[src/rtl/mem_port_arbiter.sv]
// -----------------------------------------------------------------------------
// mem_port_arbiter
//
// Shares one single-port W x 2**AW memory between the processor core (port C)
// and the program loader / debug port (port L). Arbitration is round-robin
// with a registered grant. A bounded-hold guard forces a switch once the
// owner has held the memory for MAX_HOLD consecutive cycles while the other
// port was also requesting. The core stalls while c_gnt is low.
//
// Optional feature, enabled by the macro ARB_WR_PROTECT_EN:
//   A core write to any address >= PROT_BASE is suppressed and sets the
//   sticky prot_err flag. Loader writes are never blocked. When the macro
//   is undefined, PROT_BASE does not exist and prot_err is tied to 0.
//
// Ports
//   clk, reset            rising-edge clock, asynchronous active-high reset
//   c_req/c_we/c_ad/c_data  core request, write enable, address, write data
//   c_gnt                 core owns the memory this cycle
//   c_rd, c_valid         registered core read data, one-cycle valid pulse
//   l_*                   loader equivalents of the core signals
//   mem_WE/mem_ad/mem_data  memory write enable, address, write data
//   mem_RD                memory read data (combinational from mem_ad)
//   owner                 current state: 00 IDLE, 01 CORE, 10 LOAD
//   prot_err              sticky core write-protection violation
// -----------------------------------------------------------------------------
module mem_port_arbiter #(
    parameter int W        = 17,
    parameter int AW       = 8,
    parameter int MAX_HOLD = 4
`ifdef ARB_WR_PROTECT_EN
    ,
    parameter logic [AW-1:0] PROT_BASE = 8'hF0
`endif
) (
    input  logic          clk,
    input  logic          reset,

    input  logic          c_req,
    input  logic          c_we,
    input  logic [AW-1:0] c_ad,
    input  logic [W-1:0]  c_data,
    output logic          c_gnt,
    output logic [W-1:0]  c_rd,
    output logic          c_valid,

    input  logic          l_req,
    input  logic          l_we,
    input  logic [AW-1:0] l_ad,
    input  logic [W-1:0]  l_data,
    output logic          l_gnt,
    output logic [W-1:0]  l_rd,
    output logic          l_valid,

    output logic          mem_WE,
    output logic [AW-1:0] mem_ad,
    output logic [W-1:0]  mem_data,
    input  logic [W-1:0]  mem_RD,

    output logic [1:0]    owner,
    output logic          prot_err
);

    typedef enum logic [1:0] {
        S_IDLE = 2'b00,
        S_CORE = 2'b01,
        S_LOAD = 2'b10
    } state_t;

    localparam logic [3:0] HOLD_LAST = 4'(MAX_HOLD - 1);

    state_t       state_q, state_d;
    logic [3:0]   hold_cnt_q, hold_cnt_d;
    logic         last_load_q, last_load_d;   // 1: LOAD was the last owner
    logic [W-1:0] c_rd_q, c_rd_d;
    logic [W-1:0] l_rd_q, l_rd_d;
    logic         c_valid_q, c_valid_d;
    logic         l_valid_q, l_valid_d;

    logic c_access;
    logic l_access;
    logic c_wr_block;

    // Grants decode straight from the registered state.
    assign c_gnt    = (state_q == S_CORE);
    assign l_gnt    = (state_q == S_LOAD);
    assign c_access = c_gnt & c_req;
    assign l_access = l_gnt & l_req;

`ifdef ARB_WR_PROTECT_EN
    logic prot_err_q;

    // The grant is still consumed; only the write strobe is suppressed.
    assign c_wr_block = c_access & c_we & (c_ad >= PROT_BASE);
    assign prot_err   = prot_err_q;

    always_ff @(posedge clk or posedge reset) begin
        if (reset) begin
            prot_err_q <= 1'b0;
        end else if (c_wr_block) begin
            prot_err_q <= 1'b1;
        end
    end
`else
    assign c_wr_block = 1'b0;
    assign prot_err   = 1'b0;
`endif

    // -------------------------------------------------------------------------
    // Next-state, hold counter and round-robin history
    // -------------------------------------------------------------------------
    // NOTE: every signal gets a default at the top of the block so that no
    // path through the case statement can leave it unassigned (no latches).
    always_comb begin
        state_d     = state_q;
        hold_cnt_d  = 4'd0;
        last_load_d = last_load_q;

        unique case (state_q)
            S_IDLE: begin
                if (c_req && l_req) begin
                    state_d = last_load_q ? S_CORE : S_LOAD;
                end else if (c_req) begin
                    state_d = S_CORE;
                end else if (l_req) begin
                    state_d = S_LOAD;
                end
            end
            S_CORE: begin
                if (!c_req) begin
                    state_d = l_req ? S_LOAD : S_IDLE;
                end else if (l_req && (hold_cnt_q == HOLD_LAST)) begin
                    state_d = S_LOAD;   // forced hand-over, no idle bubble
                end
            end
            S_LOAD: begin
                if (!l_req) begin
                    state_d = c_req ? S_CORE : S_IDLE;
                end else if (c_req && (hold_cnt_q == HOLD_LAST)) begin
                    state_d = S_CORE;
                end
            end
            default: state_d = S_IDLE;
        endcase

        // The counter only runs while the current owner is contested; an
        // uncontested owner may hold indefinitely.
        if (state_d == state_q) begin
            if ((state_q == S_CORE && l_req) || (state_q == S_LOAD && c_req)) begin
                hold_cnt_d = hold_cnt_q + 4'd1;
            end
        end

        if (state_d == S_CORE) begin
            last_load_d = 1'b0;
        end else if (state_d == S_LOAD) begin
            last_load_d = 1'b1;
        end
    end

    // -------------------------------------------------------------------------
    // Memory-side mux and read capture
    // -------------------------------------------------------------------------
    always_comb begin
        mem_ad   = '0;
        mem_data = '0;
        unique case (state_q)
            S_CORE: begin
                mem_ad   = c_ad;
                mem_data = c_data;
            end
            S_LOAD: begin
                mem_ad   = l_ad;
                mem_data = l_data;
            end
            default: ;
        endcase
    end

    assign mem_WE = (c_access & c_we & ~c_wr_block) | (l_access & l_we);

    always_comb begin
        c_valid_d = c_access & ~c_we;
        l_valid_d = l_access & ~l_we;
        c_rd_d    = c_valid_d ? mem_RD : c_rd_q;
        l_rd_d    = l_valid_d ? mem_RD : l_rd_q;
    end

    // -------------------------------------------------------------------------
    // State registers
    // -------------------------------------------------------------------------
    // NOTE: sequential state uses non-blocking assignments so every register
    // samples the pre-edge values regardless of statement order.
    always_ff @(posedge clk or posedge reset) begin
        if (reset) begin
            state_q     <= S_IDLE;
            hold_cnt_q  <= 4'd0;
            last_load_q <= 1'b1;        // core wins the first tie
            c_rd_q      <= '0;
            l_rd_q      <= '0;
            c_valid_q   <= 1'b0;
            l_valid_q   <= 1'b0;
        end else begin
            state_q     <= state_d;
            hold_cnt_q  <= hold_cnt_d;
            last_load_q <= last_load_d;
            c_rd_q      <= c_rd_d;
            l_rd_q      <= l_rd_d;
            c_valid_q   <= c_valid_d;
            l_valid_q   <= l_valid_d;
        end
    end

    assign owner   = state_q;
    assign c_rd    = c_rd_q;
    assign l_rd    = l_rd_q;
    assign c_valid = c_valid_q;
    assign l_valid = l_valid_q;

endmodule

[config.mk]
export PLATFORM = sky130hd
export DESIGN_NAME = mem_port_arbiter
export DESIGN_NICKNAME = d
export VERILOG_FILES = /design/src/rtl/mem_port_arbiter.sv
export SDC_FILE = /design/constraint.sdc
export NUM_CORES = 1
export LEC_CHECK = 0
export BUFFER_PORTS_ARGS = -buffer_cell sky130_fd_sc_hd__buf_4
export CORE_MARGIN = 1.5
export CORE_UTILIZATION = 47
export CTS_CLUSTER_DIAMETER = 60
export CTS_CLUSTER_SIZE = 30
export DETAILED_ROUTE_END_ITERATION = 12
export GPL_TIMING_DRIVEN = 0
export PLACE_DENSITY_LB_ADDON = 0.15
export SETUP_SLACK_MARGIN = 0.02
export SLEW_MARGIN = 20
export SYNTH_ARGS = -nofsm -noshare
export SYNTH_HDL_FRONTEND = slang
export SYNTH_SLANG_ARGS = --single-unit
[constraint.sdc]
create_clock -name clk -period 3.8 [get_ports clk]
set_input_delay 0.76 -clock clk [delete_from_list [all_inputs] [get_ports clk]]
set_output_delay 0.76 -clock clk [all_outputs]
set_load 0.05 [all_outputs]
Word level (Yosys, flattened, before mapping) --
Cells that the tools add are included.
Storage, ports and cells: word-level logic and storage cells 48, bits in writable memories 0, memories kept 0, input bits 73, bits in latches 0, ROM bits 0, output and inout bits 67, flip-flop bits (word level) 43
Operators by class: magnitude comparators 0, eq/ne operators 6, div/mod/pow operators 0, muxes and demuxes 17, bitwise logic cells 9, reduce and logical (&&, ||, !) cells 8, add/sub/neg operators 1, shift-type cells 0, multipliers 0
Operators with widths (count):
- $pmux W17 S2 | 1
- $mux W2 | 9
- $pmux W8 S2 | 1
- $mux W4 | 2
- $and A1 B1 Y1 | 6
- $pmux W2 S3 | 1
- $logic_and A1 B1 Y1 | 5
- $add A4 B1 Y4 const B | 1
- $eq A2 B1 Y1 const B | 2
- $eq A2 B2 Y1 const B | 2
- $eq A4 B2 Y1 const B | 1
- $mux W1 | 3
- $eq A2 B2 Y1 | 1
- $logic_not A2 Y1 | 1
- $not A1 Y1 | 2
- $reduce_bool A2 Y1 | 1
- $logic_or A1 B1 Y1 | 1
- $or A1 B1 Y1 | 1

Longest topological paths before layout --
Gate-level depths: netlist of run 1.
depth in word-level cells 8, gate-level depth with buffers 9

Worst setup path before layout of run 1 --
Ideal clock, no wire load.
path kind reg-to-output, start point reg state_q[1], in the netlist owner[1], end point out mem_ad[0], arrival time 2.795 ns, path buffers 2, required time 3.040 ns, setup slack 0.245 ns, stages on the path, launching flop included 6, cell sequence dfrtp_1 -> ha_1 -> buf_2 -> buf_1 -> a22oi_1 -> nor2b_1
Between the ends: word-level cells in the longest chain between the ends 2, elaborated cells on any way between the ends 3
Ends and longest elaborated chain:
- start, declared | line 71 | state_t state_q, state_d;
- start signal, assigned | line 203 | state_q <= state_d;
- $eq A2 B2 Y1
- named net l_gnt | line 50 | output logic l_gnt,
- $pmux W8 S2 | line 166 | unique case (state_q)
- end, declared | line 55 | output logic [AW-1:0] mem_ad,
The timed path passes the listed nets, and every way through them passes these cells.

Worst setup path in the final report of run 1 --
start point reg state_q[0], in the netlist owner[0], end point out mem_data[1]
Between the ends: word-level cells in the longest chain between the ends 2, elaborated cells on any way between the ends 3
Ends and longest elaborated chain:
- $eq A2 B2 Y1 or $eq A2 B1 Y1 (tied branches) | line 166
- $pmux W17 S2 * | line 166
- end, declared | line 56 | output logic [W-1:0] mem_data,
Every way passes the cells marked *; elsewhere a longest branch is shown, timed or not.

==> qor.yml, run 1 <==
vias_per_cell: 5.23
critPathKind: "flip-flop to primary output"
synth.area.mux_share_pct: 9.41
drive_gt1_share_pct: 46.3
root_buffer: "clkbuf_8"
synthAdderAreaFrac_pct: 3.14
hold_class: "input pin to async pin"
reg2reg_from: "owner[0]"
power_uw: 3600
rows: 25
finalCritPeriodShare_pct: 84.5
p_switching_uw: 1920
worst_ep_required_time_ns: 3.04
area_growth_pct: 52.7
coreArea_sq_um: 4820
crit_path_max_fanout: 10
async_reset_ff_share_pct: 100
setup_viol: 0
portBuffers: 138
finalHoldViolations: 0
syn_area_sq_um: 2390
grt_max_degree: 24
ant_nets: 0
dpl.hpwl_um: 5230
boundaryPins: 140
drc: 0
synth_top_family_by_area: "simple AND/OR/NAND/NOR gates"
grt_pass1_wl_um: 10300
p_clk_share_pct: 9.7
rr_worst_depth: 8
num-nets-final: 473
drt_iter0_drc: 90
busiest_layer: "met2"
antenna_found_initial: 0
combPwrFrac_pct: 67.8
min_period_ns: 3.21
reg2reg_to: "last_load_q"
final_common_cell: "buf_4"
cts_resized: 0
reg2reg_slack_ns: 1.39
initial_core_util_pct: 49.7
globalplace.congestion: 0.858
swShare_pct: 53.4
syn_nets: 327
grt_pass1_vias: 2287
finalSetupTns_ns: 0
post_cts_buffers: 0
cts_hold_buf: 0
pwr-share-seq_pct: 22.5
endpoint: "mem_data[1]"
end_kind: "primary output"
p_leak_uw: 0.00189
cts_tree: "yes"
final_util_pct: 75.8
vias: 2418
outcome: "finished clean"
routed_wl_um: 6640
drv_cap: 0
clockBufferDepth: 2
avgSynthCellArea_sq_um: 9.65
slew_violations: 0
die_y_um: 74.3
clk_latency_ns: 0.30
clkSlewWorstSetupHoldPaths_ns: 0.08
synth-seq-cells: 43
ys.flop_type: "dfrtp_1"
final_cell_mix: "142 x buf_4, 59 x nand2_1, 42 x dfrtp_1"
p_int_uw: 1680
n_antenna_cell: 0
grt_setup_unrepaired: "no"
numCtsBuffers: 5
power_density_nw_per_um2: 986
first_pass_iters: 4
fmax_ghz: 0.311
wire_per_inst_um: 14.4
yosys.area_share.simple_pct: 20.9
cp.arrival_ns: 2.45
tightest_slew_ns: 0.561
synth_compound_area_share_pct: 15.1
grt_overflow: 0
fin_skew_ns: 0.00795
synth_xor_area_share_pct: 0.732
grtUsageTotal_pct: 24.3
crit_path_start_kind: "flip-flop"
grt_use_met1_pct: 28.7
worstSetupStartpoint: "owner[0]"
htree_num_levels: 2
slew_headroom_pct: 62.0
met3_usage_pct: 6.10
synth_edf_count: 0
seq_area_frac_synth_pct: 45.0
synth_cells: 248
clkSinkCount: 43
yosysWarnings: 0
dieArea_sq_um: 5530
grt_util_met2_pct: 43.2
vdd_drop_max_v: 0.000452
synth_cell_types: 43
die_w_um: 74.3
area by class of cell:
class | count | area, sq um
Buffer | 16 | 96.3
Clock buffer | 5 | 68.8
Clock inverter | 3 | 43.8
Fill cell | 381 | 1160
Inverter | 9 | 35.0
Multi-Input combinational cell | 180 | 1180
Sequential cell | 43 | 1080
Tap cell | 67 | 83.8
Timing Repair Buffer | 139 | 1060
metal layers:
metal	vias up	wire length, um
li1	1149	-
met1	1134	2530
met2	126	3460
met3	9	552
met4	0	104
met5	-	0
kinds of logic (layout without fill, tap and decap cells):
kind of cell,after synthesis,after routing
AO/OA/AOI/OAI,51,51
XOR/XNOR,2,2
adder cells (fa/ha/maj),6,6
buffers and inverters,25,172
flip-flops,43,43
multiplexers,17,17
other,1,1
AND/OR/NAND/NOR,103,103
worst max-delay path, stage by stage, from the launching register on:
cell	delay [ns]
dfrtp_1	0.50
inv_1	0.19
ha_1	0.34
buf_2	0.26
buf_1	0.37
a22oi_1	0.14
nor2b_1	0.15
buf_4	0.21
through the flow:
stage	cell area (sq um)	worst slack, ns	hold slack (ns)	instances
floorplan	2390	0.245	0.444	248
global placement	3510	0.942	0.460	453
detailed placement	3540	0.928	0.464	454
CTS	3650	0.588	0.484	462
global route	3650	0.348	0.498	462
finish	3650	0.589	0.475	462
Yosys cell counts, types with 2 or more instances:
master    count  share of area (%)
or2_1         2               0.52
nor4_1        3               0.78
mux2_4        9                5.6
mux2_2        8                3.8
ha_1          6                3.1
o21a_1        2               0.63
o21ai_0       6                1.3
a21oi_1       5                1.0
buf_2         5                1.0
nand2_1      59                9.3
inv_2         2               0.31
clkbuf_1      4               0.63
nor2_1        4               0.63
dfrtp_1      42                 44
buf_6         2               0.94
inv_1         6               0.94
nor2b_1      25                6.5
o311ai_1      2               0.73
buf_4         4                1.3
a22oi_1      26                8.2
nand3_1       4               0.84
flip-flops by register name (all words and copies together) (netlist names):
name,flops
c_rd,17
c_valid,1
hold_cnt_q,4
l_rd,17
l_valid,1
last_load_q,1
owner,2
worst min-delay path by stage:
stage,start,cells after the start,to,slack (ns)
6_report,reset,2,c_rd[13],0.47
5_1_grt,reset,2,c_rd[13],0.50
4_1_cts,l_rd[10],2,l_rd[10],0.48
3_5_place_dp,l_rd[10],2,l_rd[10],0.46
3_3_place_gp,l_rd[7],2,l_rd[7],0.46
2_1_floorplan,hold_cnt_q[0],1,hold_cnt_q[0],0.44
power groups by stage:
stage / clock, uW / sequential [uW] / combinational [uW]
floorplan: 0 / 1470 / 1060
finish: 348 / 810 / 2440
global placement: 0 / 805 / 2410
CTS: 356 / 811 / 2450
global route: 374 / 835 / 2580
detailed placement: 0 / 818 / 2450
(Power assumes the default switching activity.)
==> run 2: changes to the inputs <==
Settings changed: CORE_UTILIZATION 47 to 44.
Clock period 3.8 ns to 3.4 ns, I/O delays scaled along.
==> qor.yml, run 2 (synthesized netlist as in run 1, its figures left out) <==
outcome: "finished clean"
root_buffer: "clkbuf_8"
critPathKind: "flip-flop to primary output"
num-nets-final: 473  # unchanged
grt_overflow: 0  # unchanged
slew_headroom_pct: 60.8  # -1.2 points
drc: 0  # unchanged
fmax_ghz: 0.328
swShare_pct: 54.2  # +0.87 points
clockBufferDepth: 2  # unchanged
antenna_found_initial: 0  # unchanged
place_area_sq_um: 3560  # +0.53%
crit_path_max_fanout: 10  # unchanged
combPwrFrac_pct: 69.5  # +1.7 points
p_leak_uw: 0.00188  # -0.52%
finalCritPeriodShare_pct: 89.6
met1Wirelength_um: 2610  # +3.3%
dpl.hpwl_um: 5310  # +1.5%
highest_layer: "met4"
die_y_um: 76.7  # +3.2%
drt_iter0_drc: 158  # +76%
ant_nets: 0  # unchanged
n_antenna_cell: 0  # unchanged
vias_per_cell: 5.17  # -1.2%
wire_per_inst_um: 14.7  # +2.3%
reg2reg_to: "last_load_q"
vias: 2405  # -0.54%
drive_gt1_share_pct: 48.6  # +2.3 points
crit_path_start_kind: "flip-flop"
end_kind: "primary output"
cts_resized: 0  # unchanged
dieArea_sq_um: 5890  # +6.5%
clkSinkCount: 43  # unchanged
portBuffers: 138  # unchanged
reg2reg_from: "owner[0]"
drv_cap: 0  # unchanged
clkSlewWorstSetupHoldPaths_ns: 0.08  # about the same
vdd_drop_max_v: 0.000709  # +57%
rr_worst_depth: 8  # unchanged
cp_cell_sequence: "inv_1 -> ha_1 -> buf_2 -> buf_2 -> a22oi_1 -> nor2b_1 -> buf_4"
slowest_stage: "dfrtp_1"
fin_area_sq_um: 3640  # -0.21%
min_period_ns: 3.05
finalSetupTns_ns: 0  # unchanged
power_density_nw_per_um2: 1090  # +11%
area_growth_pct: 52.4
grt_pass1_vias: 2496  # +9.1%
grt_setup_unrepaired: "no"
tightest_slew_ns: 0.579  # +0.0178 ns
coreArea_sq_um: 5170  # +7.4%
initial_core_util_pct: 46.3  # -3.4 points
clk_latency_ns: 0.29  # about the same
p_int_uw: 1820  # +8.4%
setup_viol: 0  # unchanged
first_pass_iters: 5  # +1
wl_met3_um: 558  # +1.1%
globalplace.congestion: 0.886  # +3.2%
pwr-share-seq_pct: 22.6  # about the same
cp.arrival_ns: 2.37  # -0.08 ns
route.met2.wl_um: 3540  # +2.3%
worstSetupStartpoint: "owner[0]"
post_cts_buffers: 0  # unchanged
grt_max_degree: 28  # +17%
endpoint: "mem_data[11]"
rows: 26  # +4.0%
finalHoldViolations: 0  # unchanged
path_common_cell: "buf_2"
hold_class: "input pin to async pin"
fill_cells: 437  # +15%
numCtsBuffers: 5  # unchanged
final_cell_mix: "142 x buf_4, 59 x nand2_1, 42 x dfrtp_1"
p_switching_uw: 2160  # +12%
boundaryPins: 140  # unchanged
worst_ep_required_time_ns: 2.72  # -0.32 ns
htree_num_levels: 2  # unchanged
grt_pass1_wl_um: 11400  # +10%
final_common_cell: "buf_4"
fin_skew_ns: 0.00467  # -0.00328 ns
reg2reg_slack_ns: 0.95  # -0.44 ns
slew_violations: 0  # unchanged
die_w_um: 76.7  # +3.2%
cts_tree: "yes"
crit_path_max_incr_delay_ns: 0.49  # about the same
cts_hold_buf: 0  # unchanged
routed_wl_um: 6840  # +3.0%
p_clk_share_pct: 7.9  # -1.8 points
grtUsageTotal_pct: 24.1  # -0.19 points
-- run 2: cell types whose count changed in the layout (fill, tap and decap cells not counted), sizes merged --
cell,before,now
buf,151,150
bufinv,1,0
clkbuf,9,11
clkinv,3,2
clkinvlp,0,1
-- run 2: through the flow --
step           total power [uW]  worst slack [ns]  hold WS [ns]  cells  util, %
2_1_floorplan              2850            0.0255         0.444    248        -
3_3_place_gp               3620             0.572         0.459    456     68.4
3_5_place_dp               3660             0.573         0.464    457     68.8
4_1_cts                    3990             0.243         0.371    465     70.4
5_1_grt                    4180             0.210         0.379    465     70.5
6_report                   3980             0.353         0.361    465     70.5
-- run 2: worst max-delay path, delay by kind of cell, from the launching register on --
kind                       cells  cell delay (ns)
buffers and inverters          4             0.96
and+or+nand+nor                1             0.20
AOI/OAI and AO/OA              1             0.09
adders and majority gates      1             0.33
DFF                            1             0.49
-- run 2: how the worst min path moves through the flow --
| stage | from | endpoint | slack [ns] |
|---|---|---|---|
| after floorplan | hold_cnt_q[0] | hold_cnt_q[0] | 0.44 |
| after global placement | l_rd[10] | l_rd[10] | 0.46 |
| after detailed placement | hold_cnt_q[0] | hold_cnt_q[0] | 0.46 |
| after CTS | reset | c_rd[15] | 0.37 |
| after global routing | reset | c_rd[15] | 0.38 |
| final | reset | c_rd[15] | 0.36 |
-- run 2: power groups by stage --
stage | combinational [uW] | clock [uW] | sequential, uW
floorplan | 1200 | 0 | 1650
global placement | 2720 | 0 | 900
detailed placement | 2760 | 0 | 908
CTS | 2770 | 321 | 900
global route | 2900 | 343 | 936
finish | 2760 | 313 | 900
-- run 2: routing by layer --
metal / up-vias / global-route usage, %
met5: - / 0
met4: 0 / 7.22
met3: 14 / 7.62
met2: 115 / 45.0
met1: 1130 / 25.7
li1: 1146 / -
-- run 2: final cells by class --
type,count,area [sq um],area share (%)
clock buffers,6,72.6,1.99
inverters,9,35.0,0.961
repair buffers,139,1060,29.0
multi-input cells,180,1210,33.1
clock inverters,2,12.5,0.343
plain buffers,16,97.6,2.68
well taps,70,87.6,2.40
flip-flops and latches,43,1080,29.6
